[config.mk]
export PLATFORM = sky130hd
export DESIGN_NAME = fft_mag_pipe
export DESIGN_NICKNAME = d
export VERILOG_FILES = /design/src/rtl/fft_mag_pipe.sv
export SDC_FILE = /design/constraint.sdc
export NUM_CORES = 1
export LEC_CHECK = 0
export ABC_AREA = 1
export BUFFER_PORTS_ARGS = -buffer_cell sky130_fd_sc_hd__clkbuf_2
export CORE_MARGIN = 5
export CORE_UTILIZATION = 60
export CTS_CLUSTER_SIZE = 14
export DETAILED_ROUTE_END_ITERATION = 8
export PLACE_DENSITY = 0.8
export SYNTH_ARGS = -nofsm -noshare
export SYNTH_HDL_FRONTEND = slang
export SYNTH_SLANG_ARGS = --single-unit
[constraint.sdc]
create_clock -name clk -period 2.41 [get_ports clk]
set_input_delay 0.1205 -clock clk [delete_from_list [all_inputs] [get_ports clk]]
set_output_delay 0.1205 -clock clk [all_outputs]
set_load 0.01 [all_outputs]
[src/rtl/fft_mag_pipe.sv]
// Three-stage complex-magnitude pipeline: absolute values, max/min sort, mode-selected
// magnitude; tags each bin with its index and reports the per-frame peak bin.
module fft_mag_pipe #(
  parameter int unsigned WIDTH = 8,
  parameter int unsigned IDX_W = 6
) (
  input  logic             clk,
  input  logic             rst_n,
  input  logic             in_valid,
  output logic             in_ready,
  input  logic [WIDTH-1:0] in_re,
  input  logic [WIDTH-1:0] in_im,
  input  logic             in_last,
  input  logic [1:0]       mode,
  output logic             out_valid,
  input  logic             out_ready,
  output logic [WIDTH:0]   out_mag,
  output logic [IDX_W-1:0] out_idx,
  output logic             out_last,
  output logic             peak_valid,
  output logic [WIDTH:0]   peak_mag,
  output logic [IDX_W-1:0] peak_idx
);

  logic             w_adv;
  logic             w_in_hs;
  logic             w_out_hs;
  logic [WIDTH-1:0] w_abs_re;
  logic [WIDTH-1:0] w_abs_im;
  logic [1:0]       w_mode_cur;
  logic [WIDTH:0]   w_mx_ext;
  logic [WIDTH:0]   w_mn_ext;
  logic [WIDTH:0]   w_mag;
  logic             w_pk_take;
  logic [WIDTH:0]   w_pk_mag;
  logic [IDX_W-1:0] w_pk_idx;

  logic [IDX_W-1:0] r_idx;
  logic [1:0]       r_mode;

  logic             r_s1_v;
  logic [WIDTH-1:0] r_s1_a;
  logic [WIDTH-1:0] r_s1_b;
  logic [IDX_W-1:0] r_s1_idx;
  logic             r_s1_last;
  logic [1:0]       r_s1_mode;

  logic             r_s2_v;
  logic [WIDTH-1:0] r_s2_a;
  logic [WIDTH-1:0] r_s2_b;
  logic [WIDTH-1:0] r_s2_mx;
  logic [WIDTH-1:0] r_s2_mn;
  logic [IDX_W-1:0] r_s2_idx;
  logic             r_s2_last;
  logic [1:0]       r_s2_mode;

  logic             r_out_v;
  logic [WIDTH:0]   r_out_mag;
  logic [IDX_W-1:0] r_out_idx;
  logic             r_out_last;

  logic             r_pk_arm;
  logic [WIDTH:0]   r_pk_mag;
  logic [IDX_W-1:0] r_pk_idx;
  logic             r_peak_v;
  logic [WIDTH:0]   r_peak_mag;
  logic [IDX_W-1:0] r_peak_idx;

  assign w_adv    = !r_out_v || out_ready;
  assign in_ready = w_adv;
  assign w_in_hs  = in_valid && w_adv;
  assign w_out_hs = r_out_v && out_ready;

  // Two's-complement negate in WIDTH bits: the most-negative code lands on 2^(WIDTH-1) exactly.
  assign w_abs_re = in_re[WIDTH-1] ? (~in_re) + {{(WIDTH-1){1'b0}}, 1'b1} : in_re;
  assign w_abs_im = in_im[WIDTH-1] ? (~in_im) + {{(WIDTH-1){1'b0}}, 1'b1} : in_im;

  // The first bin of a frame uses the live mode input, the same value that gets latched.
  assign w_mode_cur = (r_idx == '0) ? mode : r_mode;

  assign w_mx_ext = {1'b0, r_s2_mx};
  assign w_mn_ext = {1'b0, r_s2_mn};

  always_comb begin
    w_mag = '0;
    case (r_s2_mode)
      2'd0:    w_mag = {1'b0, r_s2_a};
      2'd1:    w_mag = {1'b0, r_s2_a} + {1'b0, r_s2_b};
      2'd2:    w_mag = w_mx_ext + (w_mn_ext >> 2) + (w_mn_ext >> 3);
      default: w_mag = w_mx_ext;
    endcase
  end

  always_ff @(posedge clk) begin
    if (!rst_n) begin
      r_idx  <= '0;
      r_mode <= '0;
    end else if (w_in_hs) begin
      r_idx <= in_last ? '0 : r_idx + 1'b1;
      if (r_idx == '0) r_mode <= mode;
    end
  end

  always_ff @(posedge clk) begin
    if (!rst_n) begin
      r_s1_v     <= 1'b0;
      r_s1_a     <= '0;
      r_s1_b     <= '0;
      r_s1_idx   <= '0;
      r_s1_last  <= 1'b0;
      r_s1_mode  <= '0;
      r_s2_v     <= 1'b0;
      r_s2_a     <= '0;
      r_s2_b     <= '0;
      r_s2_mx    <= '0;
      r_s2_mn    <= '0;
      r_s2_idx   <= '0;
      r_s2_last  <= 1'b0;
      r_s2_mode  <= '0;
      r_out_v    <= 1'b0;
      r_out_mag  <= '0;
      r_out_idx  <= '0;
      r_out_last <= 1'b0;
    end else if (w_adv) begin
      r_s1_v     <= w_in_hs;
      r_s1_a     <= w_abs_re;
      r_s1_b     <= w_abs_im;
      r_s1_idx   <= r_idx;
      r_s1_last  <= in_last;
      r_s1_mode  <= w_mode_cur;
      r_s2_v     <= r_s1_v;
      r_s2_a     <= r_s1_a;
      r_s2_b     <= r_s1_b;
      r_s2_mx    <= (r_s1_a >= r_s1_b) ? r_s1_a : r_s1_b;
      r_s2_mn    <= (r_s1_a >= r_s1_b) ? r_s1_b : r_s1_a;
      r_s2_idx   <= r_s1_idx;
      r_s2_last  <= r_s1_last;
      r_s2_mode  <= r_s1_mode;
      r_out_v    <= r_s2_v;
      r_out_mag  <= w_mag;
      r_out_idx  <= r_s2_idx;
      r_out_last <= r_s2_last;
    end
  end

  // Strictly-greater replacement keeps the earliest index on ties.
  assign w_pk_take = r_pk_arm || (r_out_mag > r_pk_mag);
  assign w_pk_mag  = w_pk_take ? r_out_mag : r_pk_mag;
  assign w_pk_idx  = w_pk_take ? r_out_idx : r_pk_idx;

  always_ff @(posedge clk) begin
    if (!rst_n) begin
      r_pk_arm   <= 1'b1;
      r_pk_mag   <= '0;
      r_pk_idx   <= '0;
      r_peak_v   <= 1'b0;
      r_peak_mag <= '0;
      r_peak_idx <= '0;
    end else begin
      r_peak_v <= 1'b0;
      if (w_out_hs) begin
        r_pk_mag <= w_pk_mag;
        r_pk_idx <= w_pk_idx;
        r_pk_arm <= r_out_last;
        if (r_out_last) begin
          r_peak_v   <= 1'b1;
          r_peak_mag <= w_pk_mag;
          r_peak_idx <= w_pk_idx;
        end
      end
    end
  end

  assign out_valid  = r_out_v;
  assign out_mag    = r_out_mag;
  assign out_idx    = r_out_idx;
  assign out_last   = r_out_last;
  assign peak_valid = r_peak_v;
  assign peak_mag   = r_peak_mag;
  assign peak_idx   = r_peak_idx;

endmodule
### Yosys cells after proc, flatten, opt, wreduce, memory -nomap -nowiden

Cells that the tools add are included.

| cells by class | value |
|---|---|
| eq/ne operators | 2 |
| $lt $le $gt $ge | 2 |
| reductions and logical operators | 9 |
| multiplexer cells | 10 |
| bitwise gates (word level) | 2 |
| add/subtract/negate cells | 6 |

Operators with widths:

| kind | count |
|---|---|
| 2-to-1 mux 8 bit | 4 |
| case mux 9 bit (3 select lines) | 1 |
| adder 8 x 1 -> 8 bit, second input constant | 2 |
| inverter 8 bit | 2 |
| 2-to-1 mux 6 bit | 2 |
| adder 8 x 6 -> 9 bit | 1 |
| adder 8 x 8 -> 9 bit | 1 |
| adder 9 x 5 -> 9 bit | 1 |
| greater-than comparator 9 bit | 1 |
| 2-to-1 mux 9 bit | 1 |
| greater-or-equal comparator 8 bit | 1 |
| adder 6 x 1 -> 6 bit, second input constant | 1 |
| logical NOT 6 bit | 1 |
| AND reduction 2 bit | 2 |
| equality test 2 x 1 -> 1 bit, second input constant | 1 |
| equality test 2 bit, second input constant | 1 |
| logical AND 1 bit | 2 |
| logical NOT 2 bit | 1 |
| logical OR 1 bit | 2 |
| 2-to-1 mux 2 bit | 1 |
| logical NOT 1 bit | 1 |
| 2-to-1 mux 1 bit | 1 |

| storage, ports and cells | value |
|---|---|
| register bits | 125 |

### Depth between registers and ports, before layout

Gate-level depths: netlist of the first run.

| depth | value |
|---|---|
| word-level depth | 3 |
| depth in mapped cells | 15 |

### Worst setup path before layout of the first run

Ideal clock, no wire load.

| path | value |
|---|---|
| path type | register to register |
| from | register r_s2_mn[3] |
| to | register r_out_mag[5] (netlist: out_mag[5]) |
| clock period less this slack | 2,042 ps |
| data arrival time | 1,972 ps |
| buffers on the path | 0 |
| path slack | 368 ps |
| cell stages (with the launch flop) | 11 |
| cells stage by stage | dfxtp_1 > fa_1 > ha_1 > fa_1 > nand3_1 > nand2_1 > a21oi_1 > o21ai_0 > nand3_1 > nand2_1 > a21oi_1 |

| between the ends | value |
|---|---|
| longest elaborated chain between the ends | 3 |

Ends and longest elaborated chain:

| element | line | source |
|---|---|---|
| start: declaration | 52 | `logic [WIDTH-1:0] r_s2_mn;` |
| start signal: assignment | 135 | `r_s2_mn <= (r_s1_a >= r_s1_b) ? r_s1_b : r_s1_a;` |
| adder 8 x 6 -> 9 bit | 89 | `2'd2: w_mag = w_mx_ext + (w_mn_ext >> 2) + (w_mn_ext >> 3);` |
| adder 9 x 5 -> 9 bit (*) | 89 |  |
| case mux 9 bit (3 select lines) (*) | 86 | `case (r_s2_mode)` |
| end signal: assignment | 140 | `r_out_mag <= w_mag;` |
| end: declaration | 58 | `logic [WIDTH:0] r_out_mag;` |

Mark *: on every way between the ends. The rest lies on a longest branch, timed or not.
A chain may end at the register's enable or synchronous reset.

### Worst setup path after layout of the first run

Ends and elaborated chain as after synthesis.

==> results of run 1 <==
[path summary, 6_finish.rpt]
check                   start            to  slack, ns
setup reg to reg   r_s2_mn[3]    out_mag[5]       0.21
setup / recovery   r_s2_mn[3]    out_mag[5]       0.21
hold reg to reg   peak_mag[5]   peak_mag[5]       0.45
hold / removal        mode[1]  r_s1_mode[1]       0.03
[cell families (layout without fill, tap and decap cells)]
kind of cell             Yosys count  after routing  share of synthesized area, %
AND/OR/NAND/NOR                  427            427                          28.4
XOR/XNOR                           7              7                         0.954
adder cells (fa/ha/maj)           43             43                          9.19
flip-flops                       123            123                          38.3
buffers and inverters            137            221                          8.53
AO/OA/AOI/OAI                    179            179                          14.6
[through the flow]
| stage | worst slack [ns] | utilization, % | instance area (um2) |
|---|---|---|---|
| 2_1_floorplan | 0.368 | - | 6420 |
| 3_3_place_gp | 0.276 | 65.6 | 6810 |
| 3_5_place_dp | 0.205 | 65.6 | 6810 |
| 4_1_cts | 0.153 | 73.7 | 7650 |
| 5_1_grt | 0.0784 | 73.8 | 7650 |
| 6_report | 0.212 | 73.8 | 7650 |
[routing by layer]
layer / global-route usage (%) / wire length (um)
met2: 42.3 / 7370
met3: 4.93 / 885
met4: 11.5 / 457
met5: 0 / 0
met1: 31.8 / 6940
[layout by cell type (no fill, tap or decap), types with 7 or more instances in the layout]
cell type,count
nand2_1,211
dfxtp_1,123
nor2_1,114
inv_1,95
o21ai_0,91
a21oi_1,73
nand3_1,58
clkbuf_2,56
ha_1,36
dlygate4sd3_1,19
clkbuf_16,16
buf_4,14
nand2_2,13
nor3_1,8
xor2_1,7
[worst min-delay path: cells and delay by family]
| family | cells | cell delay, ns |
|---|---|---|
| buffers and inverters | 2 | 0.12 |
| and+or+nand+nor | 1 | 0.09 |
| AOI/OAI and AO/OA | 2 | 0.19 |
[power by group through the flow]
| stage | combinational, uW | sequential (uW) | clock (uW) |
|---|---|---|---|
| 2_1_floorplan | 761 | 2300 | 0 |
| 3_3_place_gp | 963 | 2320 | 0 |
| 3_5_place_dp | 984 | 2320 | 0 |
| 4_1_cts | 1030 | 2280 | 2810 |
| 5_1_grt | 1190 | 2300 | 2920 |
| 6_report | 1040 | 2280 | 2790 |
[registers in the layout (all words and copies together), names as in the netlist, 6 cells and up]
signal,cells
out_idx,6
r_s1_a,8
r_s2_idx,6
r_s2_b,8
r_pk_mag,9
r_s2_mx,8
peak_idx,6
r_s1_idx,6
r_idx,6
r_pk_idx,6
r_s2_mn,6
out_mag,9
r_s2_a,8
peak_mag,9
r_s1_b,8
[timing repair]
action                                  4_1_cts  5_1_grt
endpoints found under the hold margin        30        0
endpoints found under the setup margin        0        1
resized for setup                             0        1
hold buffers                                 19        0
[final cells by class]
type | instances | share of cell area (%)
Multi-Input combinational cell | 656 | 44.7
Sequential cell | 123 | 32.2
Timing Repair Buffer | 89 | 7.52
Clock buffer | 23 | 6.10
Inverter | 100 | 4.91
Clock inverter | 9 | 2.39
Tap cell | 136 | 2.22
==> run_results.csv, run 1 <==
group,metric,value,unit
outcome,status,"completed",
power_and_ir_drop,swShare,27.7,%
sta,max_freq,455,MHz
synth,synth_flop_cell,"dfxtp_1",
grt,grt.total_usage,25.4,%
drt,drcViolationCount,0,
setup_path,slowest_delay,0.45,ns
setup_path,path_delay_family,"adder cells",
floorplanning,coreArea,10400,um2
synth,ys_seq_elements,123,
setup_path,startpoint_type,"register",
sta,drv_slew,0,
clock_network,clk-insertion-delay-late,0.54,ns
sta,tightestPinTransition,0.568,ns
place,place_hpwl,10500,um
drt,drt-pass1-iter-count,7,
synth,synth_area,6420,um2
synth,yosys-top-cells-count,"211 x nand2_1, 123 x dfxtp_1, 114 x nor2_1, 95 x inv_1, 91 x o21ai_0",
sta,rsz0062_at_grt,"false",
synth,synth-edff-count,0,
clock_network,cts.path.max_buffers,2,
power_and_ir_drop,combPwrFrac,17.0,%
sta,fin_setup_tns,0,ns
clock_network,cts_setup_buffers,0,
flow_run,drv_cap,0,
grt,overflow,0,
sta,period_share,91.2,%
synth,async_flop_share,0,%
power_and_ir_drop,p_sw,1690,uW
sta,fin_hold_ws,0.0321,ns
grt,grt_max_degree,52,
sta,maxSlewHeadroom,62.0,%
clock_network,cts.sinks,123,
grt,grt_pass1_vias,5811,
floorplanning,io_pins,57,
floorplanning,die_h,113,um
setup_path,endpoint_kind,"register",
floorplanning,rows,37,
place,routabilityCongestion,0.841,
setup_path,crit_arrival,2.67,ns
clock_network,cts_tree,"yes",
place,dp_cells,1085,
synth,syn_nets,982,
setup_path,slowest_stage,"fa_1",
hold_path,hold_path_class,"input pin to register",
setup_path,critical_path_buf_inv_count,0,
sta,hold_viol,0,
finish,regArea,2460,um2
synth,synth_area_leaders,"dfxtp_1 38%, nand2_1 12%, o21ai_0 7.1%",
sta,period_needed,2.20,ns
finish,multi_input_area,3420,um2
finish,fillers,827,
power_and_ir_drop,power.total,6120,uW
synth,synthCells,916,
clock_network,path_clk_slew,0.06,ns
synth,synth_seq_area_share,38.3,%
sta,setup_violations,0,
grt,antenna_found_initial,0,
setup_path,crit_chain,"fa_1, ha_1, fa_2, nand3_1, nand2_1, a21oi_1, o21ai_0, nand3_1, nand2_1, a21oi_1",
synth,syn_avg_cell_area,7.01,um2
power_and_ir_drop,internal_power,4430,uW
finish,stdcell_count,1136,
power_and_ir_drop,clockPowerShare,45.7,%
synth,synth_cell_type_count,37,
power_and_ir_drop,power_density,800,nW/um2
drt,drt-total-wl,15700,um
setup_path,path_class,"register to register",
finish,nNetsFinal,1053,
setup_path,path_max_fanout,4,
clock_network,htreeDepth,4,
finish,antenna_cells,0,
sta,fin_worst_skew,0.00463,ns
drt,vias,6130,
floorplanning,die_area,12900,um2
synth,yosys.cell_count.top_type,"nand2_1",
drt,drtIter0Drc,445,
grt,grt_pass1_wl,26800,um
place,port_buffers,56,
synth,ys_warn_count,0,
setup_path,cp.depth,10,
drt,wl_per_cell,13.8,um
finish,drive_above_1_share,13.3,%
finish,area.growth.synth_to_final,19.1,%
hold_path,holdPathStages,5,
power_and_ir_drop,pwr-share-seq,37.3,%
setup_path,cp_data_required_time,2.88,ns
synth,synth_top_area_cell,"dfxtp_1",
floorplanning,chipWidth,113,um
drt,viasPerCell,5.40,
synth,yosysTopAreaCellShare,38.3,%
setup_path,r2r_cells,10,
power_and_ir_drop,p_leak,0.00380,uW
floorplanning,floorplan.initialDensity,62.0,%
drt,ant_nets,0,
clock_network,root_buffer,"clkbuf_8",
clock_network,numCtsBuffers,17,
power_and_ir_drop,ir_drop,0.547,mV
Power figures use the tool's default switching activity.
==> inputs of run 2 (changes only) <==
--- a/config.mk
+++ b/config.mk
@@ -6,8 +6,7 @@
 export NUM_CORES = 1
 export LEC_CHECK = 0
 export ABC_AREA = 1
-export BUFFER_PORTS_ARGS = -buffer_cell sky130_fd_sc_hd__clkbuf_2
-export CORE_MARGIN = 5
+export BUFFER_PORTS_ARGS = -buffer_cell sky130_fd_sc_hd__buf_2
 export CORE_UTILIZATION = 60
 export CTS_CLUSTER_SIZE = 14
 export DETAILED_ROUTE_END_ITERATION = 8
==> run 2 against run 1 <==
Effect of this change:
- largest cell class unchanged
- largest power group unchanged
- worst setup slack worse by 0.041 ns
- flip-flop and latch count stayed put
- first-iteration DRC count is 26% lower
- final cell count is 0.26% lower
- utilization is 0.84 points lower
- critical path type unchanged
==> run_results.csv, run 2 (same netlist as run 1, synthesis figures left out) <==
group,metric,value,unit
clock_network,cts.path.max_buffers,2,
finish,regArea,2460,um2
finish,drive_above_1_share,13.0,%
sta,drv_slew,0,
floorplanning,rows,37,
finish,final_common_cell,"nand2_1",
clock_network,cts_setup_buffers,0,
setup_path,crit_arrival,2.70,ns
floorplanning,floorplan.initialDensity,62.0,%
sta,fin_ws,0.172,ns
drt,drtIter0Drc,328,
drt,ant_nets,0,
sta,fin_setup_tns,0,ns
setup_path,path_max_fanout,4,
clock_network,clk-insertion-delay-late,0.53,ns
sta,period_share,92.9,%
finish,fillers,863,
place,routabilityCongestion,0.909,
setup_path,cp_data_required_time,2.87,ns
floorplanning,io_pins,57,
finish,final_cell_mix,"211 x nand2_1, 123 x dfxtp_1, 114 x nor2_1",
sta,tightestPinTransition,0.606,ns
drt,drt-pass1-iter-count,5,
grt,grt_pass1_wl,25900,um
flow_run,drv_cap,0,
clock_network,root_buffer,"clkbuf_8",
finish,antenna_cells,0,
grt,antenna_found_initial,0,
clock_network,cts.sinks,123,
sta,setup_violations,0,
power_and_ir_drop,power_density,773,nW/um2
floorplanning,chipWidth,105,um
drt,drt-total-wl,15400,um
clock_network,numCtsBuffers,17,
drt,viasPerCell,5.37,
sta,maxSlewHeadroom,59.5,%
sta,rsz0062_at_grt,"false",
drt,wl_per_cell,13.6,um
grt,grt.total_usage,29.3,%
floorplanning,coreArea,10400,um2
drt,drcViolationCount,0,
drt,vias,6087,
outcome,status,"completed",
clock_network,htreeDepth,4,
floorplanning,die_h,105,um
sta,max_freq,447,MHz
grt,overflow,0,
setup_path,endpoint_kind,"register",
finish,nNetsFinal,1050,
setup_path,startpoint_type,"register",
place,place_hpwl,10200,um
power_and_ir_drop,ir_drop,0.665,mV
clock_network,cts_tree,"yes",
setup_path,path_class,"register to register",
sta,hold_viol,0,
place,port_buffers,56,
finish,postLayoutCellArea,7560,um2
power_and_ir_drop,p_leak,0.00378,uW
place,detailed_place.area,6800,um2
clock_network,path_clk_slew,0.06,ns
finish,multi_input_area,3410,um2
sta,fin_hold_ws,0.0408,ns
place,dp_slack,0.197,ns
floorplanning,die_area,11100,um2
grt,grt_max_degree,52,
sta,fin_worst_skew,0.00767,ns
sta,period_needed,2.24,ns
hold_path,hold_path_class,"input pin to register",
grt,grt_pass1_vias,5761,
finish,area.growth.synth_to_final,17.7,%
==> run 2: cell types whose count changed in the layout (fill, tap and decap cells not counted), sizes merged <==
cell | previous run | this run
bufinv | 5 | 2
inv | 101 | 99
clkbuf | 79 | 27
dlygate4sd3 | 19 | 17
clkinv | 1 | 2
buf | 14 | 69
==> run 2: critical path, cell delays in order, from the launching register on <==
cell	delay (ns)
dfxtp_1	0.40
fa_1	0.44
ha_1	0.25
fa_1	0.45
nand3_1	0.11
nand2_1	0.07
a21oi_1	0.11
o21ai_0	0.09
nand3_1	0.09
nand2_1	0.05
a21oi_1	0.11
==> run 2: through the flow <==
stage          total power [uW]  utilization (%)  cells
5_1_grt                    6110             72.9   1133
3_5_place_dp               3300             65.6   1084
6_report                   5840             72.9   1133
4_1_cts                    5850             72.9   1133
3_3_place_gp               3280             65.6   1084
2_1_floorplan              3060                -    916
==> run 2: path summary, 6_finish.rpt <==
check	from	to	slack [ns]	cells past startpoint
hold / removal	in_im[7]	r_s1_b[6]	0.04	4
setup / recovery	r_s2_mn[3]	out_mag[5]	0.17	10
setup reg to reg	r_s2_mn[3]	out_mag[5]	0.17	10
hold reg to reg	peak_mag[8]	peak_mag[8]	0.45	2
==> run 2: final cells by class <==
type                            instances  area share (%)
Multi-Input combinational cell        656            45.2
Sequential cell                       123            32.6
Timing Repair Buffer                   86            7.25
Clock buffer                           27            6.77
Inverter                              100            4.96
Tap cell                              136            2.25
Clock inverter                          5            1.06
==> run 2: layer usage <==
metal  track usage (%)  wire, um  share of wire [%]
met1              36.4      6940                 45
met2              48.4      6960                 45
met3              5.69       904                5.9
met4              15.1       551                3.6
met5                 0         0                  0
==> run 2: repair_timing <==
| action | in CTS | in global routing |
|---|---|---|
| hold buffers | 17 | 0 |
| gates resized for setup | 0 | 0 |
| endpoints found under the hold margin | 22 | 0 |
==> run 2: where the power goes <==
| group | switching (uW) | total, uW | internal (uW) |
|---|---|---|---|
| logic | 657 | 1050 | 389 |
| clock network | 874 | 2510 | 1640 |
| registers | 126 | 2290 | 2160 |
| total | 1660 | 5840 | 4190 |
